--- config.mk ---
export PLATFORM = sky130hd
export DESIGN_NAME = uart_rx_fifo
export DESIGN_NICKNAME = d
export VERILOG_FILES = /design/src/rtl/uart_rx_fifo.sv
export SDC_FILE = /design/constraint.sdc
export NUM_CORES = 1
export LEC_CHECK = 0
export BUFFER_PORTS_ARGS = -buffer_cell sky130_fd_sc_hd__buf_2
export CORE_MARGIN = 2
export CORE_UTILIZATION = 60
export CTS_BUF_LIST = sky130_fd_sc_hd__clkbuf_16
export DETAILED_ROUTE_END_ITERATION = 7
export GPL_TIMING_DRIVEN = 0
export MAX_ROUTING_LAYER = met4
export PLACE_DENSITY_LB_ADDON = 0.08
export SLEW_MARGIN = 20
export SYNTH_ARGS = -nofsm -noshare
export SYNTH_HDL_FRONTEND = slang
export SYNTH_SLANG_ARGS = --single-unit
--- constraint.sdc ---
create_clock -name clk -period 4.5 [get_ports clk]
set_input_delay 0.9 -clock clk [delete_from_list [all_inputs] [get_ports clk]]
set_output_delay 0.9 -clock clk [all_outputs]
set_load 0.01 [all_outputs]
--- src/rtl/uart_rx_fifo.sv ---
// uart_rx_fifo
//   UART receiver for 8-bit frames with a receive FIFO behind it.
//   Frame format is 8N1 by default. With the macro UART_RX_PARITY_EN defined,
//   the frame is 8E1: an even-parity bit follows the data bits.
//
// Parameters
//   CLK_FREQ_HZ  core clock frequency in Hz
//   BAUD         line rate; one bit lasts DIV = CLK_FREQ_HZ/BAUD clocks (truncated)
//   FIFO_DEPTH   receive FIFO entries, power of two, 2..64
//
// Ports
//   clk           core clock, rising edge
//   rstn          asynchronous active-low reset
//   i_uart_rx     serial line, idle high, asynchronous to clk
//   o_data        byte at the FIFO head
//   o_valid       FIFO non-empty
//   i_ready       consumer accept; a pop happens when o_valid && i_ready
//   o_count       FIFO occupancy
//   o_frame_err   one-cycle pulse, stop bit sampled low
//   o_parity_err  one-cycle pulse, parity mismatch (tied 0 without parity)
//   o_overrun     sticky, a received byte was dropped because the FIFO was full
//   i_clr         synchronous clear of o_overrun (a new overrun wins)
module uart_rx_fifo #(
   parameter int unsigned CLK_FREQ_HZ = 12_500_000,
   parameter int unsigned BAUD        = 115200,
   parameter int unsigned FIFO_DEPTH  = 8
) (
   input  logic                        clk,
   input  logic                        rstn,
   input  logic                        i_uart_rx,
   output logic [7:0]                  o_data,
   output logic                        o_valid,
   input  logic                        i_ready,
   output logic [$clog2(FIFO_DEPTH):0] o_count,
   output logic                        o_frame_err,
   output logic                        o_parity_err,
   output logic                        o_overrun,
   input  logic                        i_clr
);

   localparam int unsigned DIV   = CLK_FREQ_HZ / BAUD;
   localparam int unsigned HALF  = DIV / 2;
   localparam int unsigned CNT_W = $clog2(DIV + 1);
   localparam int unsigned AW    = $clog2(FIFO_DEPTH);
   localparam int unsigned CW    = AW + 1;

   localparam logic [2:0] S_IDLE   = 3'd0;
   localparam logic [2:0] S_START  = 3'd1;
   localparam logic [2:0] S_DATA   = 3'd2;
`ifdef UART_RX_PARITY_EN
   localparam logic [2:0] S_PARITY = 3'd3;
`endif
   localparam logic [2:0] S_STOP   = 3'd4;

   // ------------------------------------------------------------------
   // Line synchronizer plus one history flop for falling-edge detection
   // ------------------------------------------------------------------
   logic rx_meta_q;
   logic rx_s_q;
   logic rx_prev_q;

   always_ff @(posedge clk or negedge rstn) begin
      if (!rstn) begin
         rx_meta_q <= 1'b1;
         rx_s_q    <= 1'b1;
         rx_prev_q <= 1'b1;
      end else begin
         rx_meta_q <= i_uart_rx;
         rx_s_q    <= rx_meta_q;
         rx_prev_q <= rx_s_q;
      end
   end

   // ------------------------------------------------------------------
   // Receive FSM
   // ------------------------------------------------------------------
   logic [2:0]       state_q, state_d;
   logic [CNT_W-1:0] cnt_q, cnt_d;
   logic [2:0]       bit_idx_q, bit_idx_d;
   logic [7:0]       shift_q, shift_d;
   logic             frame_err_q, frame_err_d;
   logic             expire_c;
   logic             push_c;
`ifdef UART_RX_PARITY_EN
   logic             par_q, par_d;
   logic             parity_err_q, parity_err_d;
   logic             par_bad_c;
`endif

   // State and datapath registers
   always_ff @(posedge clk or negedge rstn) begin
      if (!rstn) begin
         state_q      <= S_IDLE;
         cnt_q        <= '0;
         bit_idx_q    <= '0;
         shift_q      <= '0;
         frame_err_q  <= 1'b0;
`ifdef UART_RX_PARITY_EN
         par_q        <= 1'b0;
         parity_err_q <= 1'b0;
`endif
      end else begin
         state_q      <= state_d;
         cnt_q        <= cnt_d;
         bit_idx_q    <= bit_idx_d;
         shift_q      <= shift_d;
         frame_err_q  <= frame_err_d;
`ifdef UART_RX_PARITY_EN
         par_q        <= par_d;
         parity_err_q <= parity_err_d;
`endif
      end
   end

   // Next-state logic; the bit timer counts down and samples when it reads 1
   always_comb begin
      state_d     = state_q;
      cnt_d       = cnt_q;
      bit_idx_d   = bit_idx_q;
      shift_d     = shift_q;
      frame_err_d = 1'b0;
      push_c      = 1'b0;
      expire_c    = (cnt_q == CNT_W'(1));
`ifdef UART_RX_PARITY_EN
      par_d        = par_q;
      parity_err_d = 1'b0;
      par_bad_c    = (^shift_q) ^ par_q;
`endif

      case (state_q)
         S_IDLE: begin
            // Edge (not level) detect, so a held-low line cannot retrigger
            if (!rx_s_q && rx_prev_q) begin
               state_d = S_START;
               cnt_d   = CNT_W'(HALF);
            end
         end

         S_START: begin
            cnt_d = cnt_q - CNT_W'(1);
            if (expire_c) begin
               if (!rx_s_q) begin
                  state_d   = S_DATA;
                  cnt_d     = CNT_W'(DIV);
                  bit_idx_d = 3'd0;
               end else begin
                  state_d = S_IDLE;
               end
            end
         end

         S_DATA: begin
            cnt_d = cnt_q - CNT_W'(1);
            if (expire_c) begin
               shift_d   = {rx_s_q, shift_q[7:1]};
               cnt_d     = CNT_W'(DIV);
               bit_idx_d = bit_idx_q + 3'd1;
               if (bit_idx_q == 3'd7) begin
`ifdef UART_RX_PARITY_EN
                  state_d = S_PARITY;
`else
                  state_d = S_STOP;
`endif
               end
            end
         end

`ifdef UART_RX_PARITY_EN
         S_PARITY: begin
            cnt_d = cnt_q - CNT_W'(1);
            if (expire_c) begin
               par_d   = rx_s_q;
               cnt_d   = CNT_W'(DIV);
               state_d = S_STOP;
            end
         end
`endif

         S_STOP: begin
            cnt_d = cnt_q - CNT_W'(1);
            if (expire_c) begin
               state_d     = S_IDLE;
               frame_err_d = !rx_s_q;
`ifdef UART_RX_PARITY_EN
               parity_err_d = par_bad_c;
               push_c       = rx_s_q && !par_bad_c;
`else
               push_c       = rx_s_q;
`endif
            end
         end

         default: begin
            state_d = S_IDLE;
         end
      endcase
   end

   assign o_frame_err = frame_err_q;
`ifdef UART_RX_PARITY_EN
   assign o_parity_err = parity_err_q;
`else
   assign o_parity_err = 1'b0;
`endif

   // ------------------------------------------------------------------
   // Receive FIFO
   // ------------------------------------------------------------------
   logic [7:0]    mem_q [FIFO_DEPTH];
   logic [AW-1:0] wr_ptr_q, rd_ptr_q;
   logic [CW-1:0] count_q;
   logic          valid_q;
   logic [7:0]    data_q;
   logic          overrun_q;

   logic          pop_c, full_c, push_acc_c, drop_c;
   logic [AW-1:0] rd_next_c;
   logic [CW-1:0] count_next_c;
   logic [7:0]    head_next_c;

   // Pointer/occupancy update and the byte that becomes the registered head
   always_comb begin
      pop_c      = valid_q && i_ready;
      full_c     = (count_q == CW'(FIFO_DEPTH));
      push_acc_c = push_c && (!full_c || pop_c);
      drop_c     = push_c && full_c && !pop_c;
      rd_next_c  = rd_ptr_q + AW'(pop_c);

      count_next_c = count_q;
      if (push_acc_c && !pop_c) begin
         count_next_c = count_q + CW'(1);
      end else if (!push_acc_c && pop_c) begin
         count_next_c = count_q - CW'(1);
      end

      // The slot being written this cycle is the new head only when the
      // FIFO would otherwise be empty; the memory read would be stale then.
      head_next_c = mem_q[rd_next_c];
      if (push_acc_c && (wr_ptr_q == rd_next_c)) begin
         head_next_c = shift_q;
      end
   end

   // Control registers and registered head byte
   always_ff @(posedge clk or negedge rstn) begin
      if (!rstn) begin
         wr_ptr_q  <= '0;
         rd_ptr_q  <= '0;
         count_q   <= '0;
         valid_q   <= 1'b0;
         data_q    <= '0;
         overrun_q <= 1'b0;
      end else begin
         if (push_acc_c) begin
            wr_ptr_q <= wr_ptr_q + AW'(1);
         end
         rd_ptr_q <= rd_next_c;
         count_q  <= count_next_c;
         valid_q  <= (count_next_c != '0);
         if (count_next_c != '0) begin
            data_q <= head_next_c;
         end
         if (drop_c) begin
            overrun_q <= 1'b1;
         end else if (i_clr) begin
            overrun_q <= 1'b0;
         end
      end
   end

   // Storage array, no reset needed: the head register hides unwritten slots
   always_ff @(posedge clk) begin
      if (push_acc_c) begin
         mem_q[wr_ptr_q] <= shift_q;
      end
   end

   assign o_data    = data_q;
   assign o_valid   = valid_q;
   assign o_count   = count_q;
   assign o_overrun = overrun_q;

endmodule

==> impl_metrics.prom <==
# TYPE chip_impl_metric gauge
chip_impl_info{name="status",value="complete, no violations"} 1
chip_impl_metric{name="drt_drc_violations_left",unit=""} 0
chip_impl_metric{name="clk-insertion-delay-late",unit="ns"} 0.34
chip_impl_metric{name="achievable-frequency",unit="MHz"} 243
chip_impl_info{name="synth_top_cells_by_count",value="sky130_fd_sc_hd__edfxtp_1 (64), sky130_fd_sc_hd__dfrtp_1 (42), sky130_fd_sc_hd__mux2_2 (33), sky130_fd_sc_hd__mux4_2 (16), sky130_fd_sc_hd__nor2_1 (12)"} 1
chip_impl_metric{name="floorplan.initialDensity",unit="%"} 61.8
chip_impl_metric{name="finalHoldViolCount",unit=""} 0
chip_impl_metric{name="globalRoute.totalOverflow",unit=""} 0
chip_impl_metric{name="number_of_antenna_violations_at_the_first_check_in_global_routing",unit=""} 0
chip_impl_metric{name="top_level_ports",unit=""} 21
chip_impl_metric{name="synthCells",unit=""} 305
chip_impl_info{name="yosys.cell_count.top_type",value="sky130_fd_sc_hd__edfxtp_1"} 1
chip_impl_metric{name="postRouteWirelength",unit="um"} 8400
chip_impl_metric{name="grt_start_max_net_pins",unit=""} 46
chip_impl_metric{name="hpwlAfterDp",unit="um"} 5360
chip_impl_metric{name="internal_power",unit="mW"} 2.19
chip_impl_metric{name="area.growth.synth_to_final",unit="%"} 10.8
chip_impl_metric{name="first_pass_grt_wire_length",unit="um"} 14000
chip_impl_metric{name="final_cells",unit=""} 442
chip_impl_metric{name="critPathRequiredTime",unit="ns"} 4.73
chip_impl_info{name="start_kind",value="input port"} 1
chip_impl_metric{name="maxCapViolations",unit=""} 0
chip_impl_metric{name="first_iter_violations",unit=""} 177
chip_impl_metric{name="syn_nets",unit=""} 320
chip_impl_info{name="holdCritPathClass",value="reg -> reg"} 1
chip_impl_metric{name="crit_path_max_fanout",unit=""} 10
chip_impl_metric{name="cts_htree_levels",unit=""} 3
chip_impl_metric{name="synthArstFlopShare",unit="%"} 41.3
chip_impl_metric{name="antenna_left",unit=""} 0
chip_impl_info{name="clockRootBuffer",value="sky130_fd_sc_hd__clkbuf_16"} 1
chip_impl_metric{name="wire_per_inst",unit="um"} 19.0
chip_impl_metric{name="cts-resized-gates",unit=""} 0
chip_impl_metric{name="diodes",unit=""} 0
chip_impl_metric{name="pwr-share-comb",unit="%"} 38.0
chip_impl_metric{name="total_iterations_of_the_first_detailed_routing_run",unit=""} 4
chip_impl_metric{name="core.rowCount",unit=""} 32
chip_impl_metric{name="chipWidth",unit="um"} 93.2
chip_impl_metric{name="vdd_drop_max",unit="mV"} 0.266
chip_impl_metric{name="power_per_cell_area",unit="nW/um2"} 606
chip_impl_metric{name="min_cycle_time_layout",unit="ns"} 4.11
chip_impl_info{name="end_kind",value="flop"} 1
chip_impl_metric{name="gp_congestion",unit=""} 0.819
chip_impl_metric{name="placedCellCount",unit=""} 426
chip_impl_info{name="ys.flop_type",value="sky130_fd_sc_hd__edfxtp_1"} 1
chip_impl_metric{name="final_layout_size_suffix_gt1_share",unit="%"} 29.7
chip_impl_metric{name="postCtsSetupRepairBufs",unit=""} 0
chip_impl_metric{name="total_switching_power",unit="mW"} 1.02
chip_impl_metric{name="via_count_of_the_routed_design",unit=""} 2638
chip_impl_metric{name="vias_per_cell",unit=""} 5.97
chip_impl_metric{name="seq_power_share",unit="%"} 39.2
chip_impl_metric{name="ys_warn_count",unit=""} 0
chip_impl_metric{name="die_area",unit="um2"} 8690
chip_impl_metric{name="die_h",unit="um"} 93.2
chip_impl_metric{name="sequential_element_share_of_the_synthesized_area",unit="%"} 63.9
chip_impl_metric{name="clock_tree_sinks",unit=""} 109
chip_impl_info{name="timing_worst_setup_path_type",value="in -> reg"} 1
chip_impl_metric{name="yosysTopAreaCellShare",unit="%"} 40.3
chip_impl_metric{name="finalCoreUtilization",unit="%"} 68.5
chip_impl_metric{name="finalSetupViolations",unit=""} 0
chip_impl_metric{name="ys_seq_elements",unit=""} 109
chip_impl_metric{name="fin_crit_sh",unit="%"} 91.4
chip_impl_metric{name="synth_area",unit="um2"} 4770
chip_impl_metric{name="finish.instance_area",unit="um2"} 5290
chip_impl_metric{name="cts.hold.buffers_added",unit=""} 0
chip_impl_metric{name="core_area",unit="um2"} 7730
chip_impl_metric{name="clock_skew",unit="ns"} 0.00812
chip_impl_info{name="grt_setup_unrepaired",value="false"} 1
chip_impl_metric{name="place_area",unit="um2"} 5010
chip_impl_metric{name="worst_ep_arrival_time",unit="ns"} 4.34
chip_impl_info{name="tritoncts_clock_tree",value="yes"} 1
chip_impl_metric{name="finalMaxSlewViolations",unit=""} 0
chip_impl_metric{name="grtUsageTotal",unit="%"} 22.7
chip_impl_metric{name="clock_tree.buffer_depth",unit=""} 2
chip_impl_metric{name="cts_made_buffers",unit=""} 9
chip_impl_metric{name="layout.nets",unit=""} 350
chip_impl_metric{name="leakage",unit="nW"} 2.00
chip_impl_metric{name="number_of_distinct_standard_cells_referenced_by_the_synthesized_netlist",unit=""} 53
chip_impl_metric{name="worstMarginPinSlew",unit="ns"} 0.999
chip_impl_metric{name="hold_ws",unit="ns"} 0.357
chip_impl_metric{name="grt_pass1_vias",unit=""} 2616
chip_impl_metric{name="clkPwrFrac",unit="%"} 22.8
chip_impl_metric{name="post_synth_edffs",unit=""} 64
chip_impl_metric{name="placement.io_buffers",unit=""} 19
chip_impl_metric{name="syn_area_per_cell",unit="um2"} 15.7
chip_impl_info{name="synth.area.top_cells",value="sky130_fd_sc_hd__edfxtp_1 (40%), sky130_fd_sc_hd__dfrtp_1 (22%), sky130_fd_sc_hd__mux2_2 (7.8%)"} 1
chip_impl_metric{name="slew_headroom",unit="%"} 33.4
chip_impl_info{name="post-synth-top-area-cell",value="sky130_fd_sc_hd__edfxtp_1"} 1
chip_impl_metric{name="clkSlewWorstSetupHoldPaths",unit="ns"} 0.07
chip_impl_metric{name="proportion_of_total_power_due_to_net_switching",unit="%"} 31.7
worst max-delay path: stages:
cell,delay [ns]
sky130_fd_sc_hd__buf_2,0.10
sky130_fd_sc_hd__nand2_1,0.20
sky130_fd_sc_hd__clkinv_1,0.29
sky130_fd_sc_hd__ha_1,0.27
sky130_fd_sc_hd__ha_1,0.29
sky130_fd_sc_hd__clkbuf_1,0.49
sky130_fd_sc_hd__clkbuf_1,0.59
sky130_fd_sc_hd__mux4_2,0.42
sky130_fd_sc_hd__mux2_2,0.27
sky130_fd_sc_hd__mux2_2,0.27
sky130_fd_sc_hd__mux2_2,0.26
per-stage QoR:
stage	setup slack, ns	total power, mW	TNS, ns
after global placement	0.0139	2.46	0
final	0.389	3.21	0
after global routing	0.135	3.40	0
after detailed placement	-0.0278	2.51	-0.0327
after floorplan	0.670	2.21	0
after CTS	0.339	3.24	0
per-layer routing:
| metal | up-vias | GRT usage, % | share of wire, % |
|---|---|---|---|
| li1 | 1215 | - | - |
| met1 | 1352 | 33.8 | 47 |
| met2 | 60 | 32.9 | 47 |
| met3 | 11 | 4.11 | 5.5 |
| met4 | 0 | 6.62 | 1.2 |
| met5 | - | - | 0 |
state kept, by name, summed over array words and instances, names as in the netlist, 3 cells and up:
register and flops:
cnt_q 7, wr_ptr_q 3, o_data 8, state_q 3
mem_q 64, bit_idx_q 3, rd_ptr_q 3, o_count 4
shift_q 8
cells in the final DEF (no fill, tap or decap), drive strengths merged, types with 2 or more instances in the layout:
master	n
edfxtp	64
dfrtp	42
mux2	33
buf	26
mux4	16
clkbuf	16
nor2	12
nor3	12
a21oi	11
ha	10
inv	10
nand2	8
nand2b	8
nand3	7
clkinv	7
o21ai	6
xor2	6
xnor2	5
o22a	4
mux2i	4
dfstp	3
nor4	3
o32ai	2
or3	2
o21a	2
a22o	2
a31oi	2
or4	2
logic make-up (layout without fill, tap and decap cells):
family,count (synthesis),in the layout,share of synthesized area [%]
buffers and inverters,24,59,2.23
and+or+nand+nor,62,62,7.49
adders and majority gates,10,10,2.62
xor gates and xnor gates,11,11,2.18
muxes,53,53,16.4
other,1,1,0.0785
DFF,109,109,63.9
AOI/OAI and AO/OA,35,35,5.06
power groups by stage:
stage	registers, mW	clock network [mW]	logic (mW)
2_1_floorplan	1.29	0	0.918
3_3_place_gp	1.27	0	1.19
3_5_place_dp	1.28	0	1.23
4_1_cts	1.26	0.742	1.23
5_1_grt	1.28	0.782	1.34
6_report	1.26	0.732	1.22
final cells by class:
class,instances,area (um2)
fill,523,2430
timing repair buffer,19,97.6
inverter,10,37.5
clock inverter,7,50.0
clock buffer,9,225
tap,102,128
buffer,14,68.8
multi-input combinational,172,1630
sequential,109,3050
final timing paths:
check / start / endpoint / slack [ns] / cells after the start
setup / recovery: i_ready / o_data[5]$_DFFE_PN0P_ / 0.39 / 11
hold / removal: rx_meta_q$_DFF_PN1_ / rx_s_q$_DFF_PN1_ / 0.36 / 0
setup reg to reg: o_valid$_DFF_PN0_ / o_data[5]$_DFFE_PN0P_ / 0.65 / 10
hold reg to reg: rx_meta_q$_DFF_PN1_ / rx_s_q$_DFF_PN1_ / 0.36 / 0
max in group asynchronous: rstn / bit_idx_q[1]$_DFFE_PN0P_ / 3.54 / 1
min in group asynchronous: rstn / o_data[0]$_DFFE_PN0P_ / 0.55 / 1
No activity file was read; power rests on OpenSTA's default activity.
